`src/rtl/hcf_pkg.sv`:
```
// Shared definitions for the subtractive HCF controller: state encoding and datapath mux selects.
package hcf_pkg;

  typedef enum logic [2:0] {
    IDLE   = 3'd0,
    LOAD_B = 3'd1,
    RUN    = 3'd2,
    DONE   = 3'd3,
    ERR    = 3'd4
  } state_t;

  localparam logic SEL_A   = 1'b0;
  localparam logic SEL_B   = 1'b1;
  localparam logic BUS_SUB = 1'b0;
  localparam logic BUS_IN  = 1'b1;

  localparam int unsigned CNT_W_DEF    = 16;
  localparam int unsigned MAX_ITER_DEF = 65535;

endpackage

```
`src/rtl/hcf_iter_counter.sv`:
```
// Subtract-iteration counter: clears on operation start, increments per subtract, flags the limit.
module hcf_iter_counter
  import hcf_pkg::*;
#(
  parameter int unsigned CNT_W    = CNT_W_DEF,
  parameter int unsigned MAX_ITER = MAX_ITER_DEF
) (
  input  logic             clk,
  input  logic             rst_n,
  input  logic             clr,
  input  logic             inc,
  output logic [CNT_W-1:0] count,
  output logic             at_limit_c
);

  always_ff @(posedge clk or negedge rst_n) begin
    if (!rst_n) begin
      count <= '0;
    end else if (clr) begin
      count <= '0;
    end else if (inc) begin
      count <= count + CNT_W'(1);
    end
  end

  // Checked before any increment, so count never passes MAX_ITER.
  assign at_limit_c = (count == CNT_W'(MAX_ITER));

endmodule

```
`src/rtl/hcf_controller.sv`:
```
// Sequencing FSM for the subtractive HCF datapath; control outputs are Mealy-decoded from state and flags.
module hcf_controller
  import hcf_pkg::*;
#(
  parameter int unsigned CNT_W    = CNT_W_DEF,
  parameter int unsigned MAX_ITER = MAX_ITER_DEF
) (
  input  logic             clk,
  input  logic             rst_n,
  input  logic             start,
  input  logic             abort,
  input  logic             lt,
  input  logic             gt,
  input  logic             eq,
  output logic             ldA,
  output logic             ldB,
  output logic             sel1,
  output logic             sel2,
  output logic             sel_in,
  output logic             ready,
  output logic             busy,
  output logic             done,
  output logic             err,
  output logic [CNT_W-1:0] iters
);

  state_t state, state_nxt;
  logic   cnt_clr, cnt_inc, at_limit_c;
  logic   sub_gt, sub_lt;

  hcf_iter_counter #(
    .CNT_W    (CNT_W),
    .MAX_ITER (MAX_ITER)
  ) u_cnt (
    .clk        (clk),
    .rst_n      (rst_n),
    .clr        (cnt_clr),
    .inc        (cnt_inc),
    .count      (iters),
    .at_limit_c (at_limit_c)
  );

  always_ff @(posedge clk or negedge rst_n) begin
    if (!rst_n) begin
      state <= IDLE;
    end else begin
      state <= state_nxt;
    end
  end

  // Only a cleanly one-hot gt/lt subtracts; anything else (eq or illegal) ends the loop.
  assign sub_gt = gt & ~lt & ~eq;
  assign sub_lt = lt & ~gt & ~eq;

  always_comb begin
    state_nxt = state;
    ldA       = 1'b0;
    ldB       = 1'b0;
    sel1      = SEL_A;
    sel2      = SEL_A;
    sel_in    = BUS_IN;
    ready     = 1'b0;
    busy      = 1'b0;
    done      = 1'b0;
    err       = 1'b0;
    cnt_clr   = 1'b0;
    cnt_inc   = 1'b0;
    case (state)
      IDLE: begin
        ready = 1'b1;
        // rst_n gate keeps ldA low while reset is asserted, even with start high.
        if (start && !abort && rst_n) begin
          ldA       = 1'b1;
          cnt_clr   = 1'b1;
          state_nxt = LOAD_B;
        end
      end
      LOAD_B: begin
        busy = 1'b1;
        if (abort) begin
          state_nxt = IDLE;
        end else begin
          ldB       = 1'b1;
          state_nxt = RUN;
        end
      end
      RUN: begin
        busy   = 1'b1;
        sel_in = BUS_SUB;
        if (abort) begin
          state_nxt = IDLE;
        end else if (!sub_gt && !sub_lt) begin
          state_nxt = DONE;
        end else if (at_limit_c) begin
          state_nxt = ERR;
        end else if (sub_gt) begin
          sel2    = SEL_B;
          ldA     = 1'b1;
          cnt_inc = 1'b1;
        end else begin
          sel1    = SEL_B;
          ldB     = 1'b1;
          cnt_inc = 1'b1;
        end
      end
      DONE: begin
        done      = 1'b1;
        state_nxt = IDLE;
      end
      ERR: begin
        done      = 1'b1;
        err       = 1'b1;
        state_nxt = IDLE;
      end
      default: state_nxt = IDLE;
    endcase
  end

endmodule
```
`config.mk`:
```
export PLATFORM = sky130hd
export DESIGN_NAME = hcf_controller
export DESIGN_NICKNAME = d
export VERILOG_FILES = /design/src/rtl/hcf_pkg.sv /design/src/rtl/hcf_iter_counter.sv /design/src/rtl/hcf_controller.sv
export SDC_FILE = /design/constraint.sdc
export NUM_CORES = 1
export LEC_CHECK = 0
export CAP_MARGIN = 20
export CORE_MARGIN = 2
export CORE_UTILIZATION = 47
export CTS_CLUSTER_SIZE = 20
export DETAILED_ROUTE_END_ITERATION = 10
export PLACE_DENSITY_LB_ADDON = 0.05
export SLEW_MARGIN = 20
export SYNTH_ARGS = -nofsm -noshare
export SYNTH_HDL_FRONTEND = slang
export SYNTH_HIERARCHICAL = 1
export SYNTH_SLANG_ARGS = --single-unit
```
`constraint.sdc`:
```
create_clock -name clk -period 2.72 [get_ports clk]
set_input_delay 0.544 -clock clk [delete_from_list [all_inputs] [get_ports clk]]
set_output_delay 0.544 -clock clk [all_outputs]
set_load 0.02 [all_outputs]
```
==> results_dict.tcl <==
set metrics [dict create \
    core_area_um2 2230 \
    worst_path_max_delay_cell "sky130_fd_sc_hd__or4_4" \
    num_vias 1069 \
    outcome "finished, final reports clean" \
    critical_path.max_fanout 4 \
    netlist.top_cell.by_area "sky130_fd_sc_hd__dfrtp_1" \
    reg2reg_slack_ns 0.35 \
    tightestPinTransition_ns 0.573 \
    std_cell_rows 17 \
    grt_first_pass_wirelength_um 4750 \
    final_cell_mix "27 x sky130_fd_sc_hd__buf_4, 26 x sky130_fd_sc_hd__clkdlybuf4s50_1, 19 x sky130_fd_sc_hd__dfrtp_1, 17 x sky130_fd_sc_hd__nor2_1, 10 x sky130_fd_sc_hd__xnor2_1" \
    grt_antenna_before_repair 0 \
    synth_edf_count 0 \
    post_layout_nonfiller_instances 202 \
    i_o_pins 32 \
    synth_area_um2 1130 \
    layout.cells.most_common "sky130_fd_sc_hd__buf_4" \
    hold_start "u_cnt/count[15]" \
    post-route-worst-setup-slack_ns 0.117 \
    area_growth_syn_to_layout_pct 46.6 \
    clk_root_buffer_cell "sky130_fd_sc_hd__clkbuf_4" \
    detail_route_antenna_nets 0 \
    report.final.slew_viol_count 0 \
    worst_ir_drop_vdd_mv 0.331 \
    finalCriticalPeriod_ns 2.60 \
    power.density_cell_area_nw_per_um2 325 \
    ordered_cell_list_for_the_critical_path "and4_2, nand4_1, nor3_2, or4_4, o32ai_2, buf_4" \
    port-buffer-count 31 \
    worst-endpoint-required_ns 2.18 \
    numCtsBuffers 3 \
    ys_seq_area_share_pct 42.1 \
    global_route.overflow_total 0 \
    detail_route.wirelength_um 2830 \
    timing.max_slew.rel_slack_pct 61.8 \
    post_synthesis_instance_total 117 \
    synthFlopType "sky130_fd_sc_hd__dfrtp_1" \
    avgRoutedWirePerCell_um 14.0 \
    worstReg2RegEnd "u_cnt/count[8]" \
    timing.setup.critical_path_class "reg -> out" \
    synth_top_cell_area_share_pct 42.1 \
    htreeDepth 1 \
    postSynthRegisterBits 19 \
    timing.rr.start "u_cnt/count[8]" \
    ctsLongestPathBuffers 2 \
    clock_latency_on_the_worst_skew_pair_ns 0.29 \
    worstRegToRegCells 10 \
    final.period_utilization_pct 95.7 \
    vert_die_dim_um 53.0 \
    yosys-top-cells-area "sky130_fd_sc_hd__dfrtp_1 42%, sky130_fd_sc_hd__xnor2_1 7.8%, sky130_fd_sc_hd__nor2_1 5.6%" \
    drt_drc_violations_left 0 \
    ys_async_sr_fraction_pct 100 \
    drt_first_iter_violations 20 \
    max_freq_mhz 384 \
    gp_routability_congestion 0.817 \
    drive_above_1_share_pct 25.9 \
    synth_cell_type_count 40 \
    tritoncts_clock_tree "built" \
    clock_edge_transition_at_the_registers_on_the_reported_setup_and_hold_paths_ns 0.11 \
    unrepaired_setup_endpoints_after_global_routing "false" \
    cts_hold_repair.buffers 0 \
    finalSetupTns_ns 0 \
    min-delay-path-class "reg -> reg" \
    maximum_number_of_pins_on_one_net_before_global_route_repair 21 \
    grt_pass1_vias 1043 \
    yosys_warnings 6 \
    clock-skew-final_ns 0.00267 \
    placedCellCount 197 \
    endpoint_kind "output port" \
    die_area_um2 2810 \
    cpPeakStageDelay_ns 0.45 \
    holdPathStages 2 \
    clock_sink_count 19 \
    timing.max_cap.violations 0 \
    initial_core_util_pct 50.6 \
    drt_pass_1_iters 4 \
    track_usage_pct 23.8 \
    hold_path_end "u_cnt/count[15]" \
    layout.nets 183 \
    place_ws_ns -0.350 \
    leakage_nw 0.724 \
    critPathArrivalTime_ns 2.06 \
    critical_path.startpoint_type "flop" \
    horizontal_die_dimension_um 53.0 \
    finalHoldViolCount 0 \
    synth_area_per_cell_um2 9.66 \
    antenna-diode-count 0 \
    mean_number_of_vias_per_cell 5.29 \
    detailed_place_hpwl_um 2140 \
    syn_nets 125 \
    setup_viol 0 \
]
-- critical path, delay by kind of cell, from the launching register on --
family	cells	cell delay, ns
AOI/OAI and AO/OA	1	0.27
DFF	1	0.40
and+or+nand+nor	4	0.92
buffers and inverters	1	0.18
-- metrics by stage --
step	hold slack [ns]	cell area, µm²	total power [W]	util (%)
6_report	0.602	1660	0.000538	74.2
2_1_floorplan	0.248	1130	0.000349	-
3_3_place_gp	0.560	1630	0.000399	72.8
5_1_grt	0.636	1660	0.000564	74.2
4_1_cts	0.602	1640	0.000551	73.6
3_5_place_dp	0.582	1630	0.000402	72.8
-- cell type report --
| type | count | area [µm²] |
|---|---|---|
| sequential | 19 | 475 |
| inverter | 3 | 11.3 |
| multi-input combinational | 91 | 612 |
| fill | 179 | 577 |
| clock buffer | 4 | 26.3 |
| tap | 28 | 35.0 |
| timing repair buffer | 57 | 497 |
-- state kept, by name (all words and copies together), names as in the netlist --
register / count
state: 3
u_cnt/count: 16
-- cells in the mapped netlist, types with 2 or more instances --
master                      n
sky130_fd_sc_hd__xor2_1     2
sky130_fd_sc_hd__nand2_1    7
sky130_fd_sc_hd__inv_1      3
sky130_fd_sc_hd__nand4_1    3
sky130_fd_sc_hd__a21oi_1    6
sky130_fd_sc_hd__nor3_1     7
sky130_fd_sc_hd__or3_1      3
sky130_fd_sc_hd__nand3_1    4
sky130_fd_sc_hd__nand2b_1   2
sky130_fd_sc_hd__nor2_1    17
sky130_fd_sc_hd__dfrtp_1   19
sky130_fd_sc_hd__o21bai_1   2
sky130_fd_sc_hd__o21ai_0    3
sky130_fd_sc_hd__nor4_1     4
sky130_fd_sc_hd__xnor2_1   10
-- worst max path at each step --
stage                         from  slack [ns]  depth (start not counted)         endpoint
finish              u_cnt/count[8]        0.12                          6              ldB
global route                    gt      0.0005                          8  u_cnt/count[14]
CTS                 u_cnt/count[9]       0.009                          6              ldA
detailed placement           abort       -0.35                          5              ldB
global placement             abort       -0.31                          5              ldB
floorplan           u_cnt/count[8]        0.21                          5             sel1
-- routing by layer --
layer	global-route usage, %	part of all wire (%)	vias to the layer above
met5	0	0	-
met4	9.83	0.60	0
met3	3.95	5.0	2
met2	40.8	49	27
met1	29.3	46	507
li1	-	-	533
-- report_power, final --
group	leakage, nW	internal, W	total (W)	switching (W)
combinational	0.445	0.0000507	0.000102	0.0000510
clock	0.0150	0.0000571	0.000143	0.0000858
sequential	0.264	0.000288	0.000293	0.00000568
-- repair_timing --
action	4_1_cts	5_1_grt
resized for setup	14	4
endpoints found under the hold margin	0	0
setup endpoints to repair	4	5
buffers inserted	0	1
pin swaps	0	3
-- logic make-up (layout without fill, tap and decap cells) --
group                    Yosys count  after routing  share of synthesized area [%]
AO/OA/AOI/OAI                     15             15                           9.30
XOR/XNOR                          12             12                           9.30
adder cells (fa/ha/maj)            1              1                           1.11
buffers and inverters              7             64                           4.21
flip-flops                        19             19                           42.1
multiplexers                       2              2                           1.88
AND/OR/NAND/NOR                   61             61                           32.1
(Power assumes the default switching activity.)
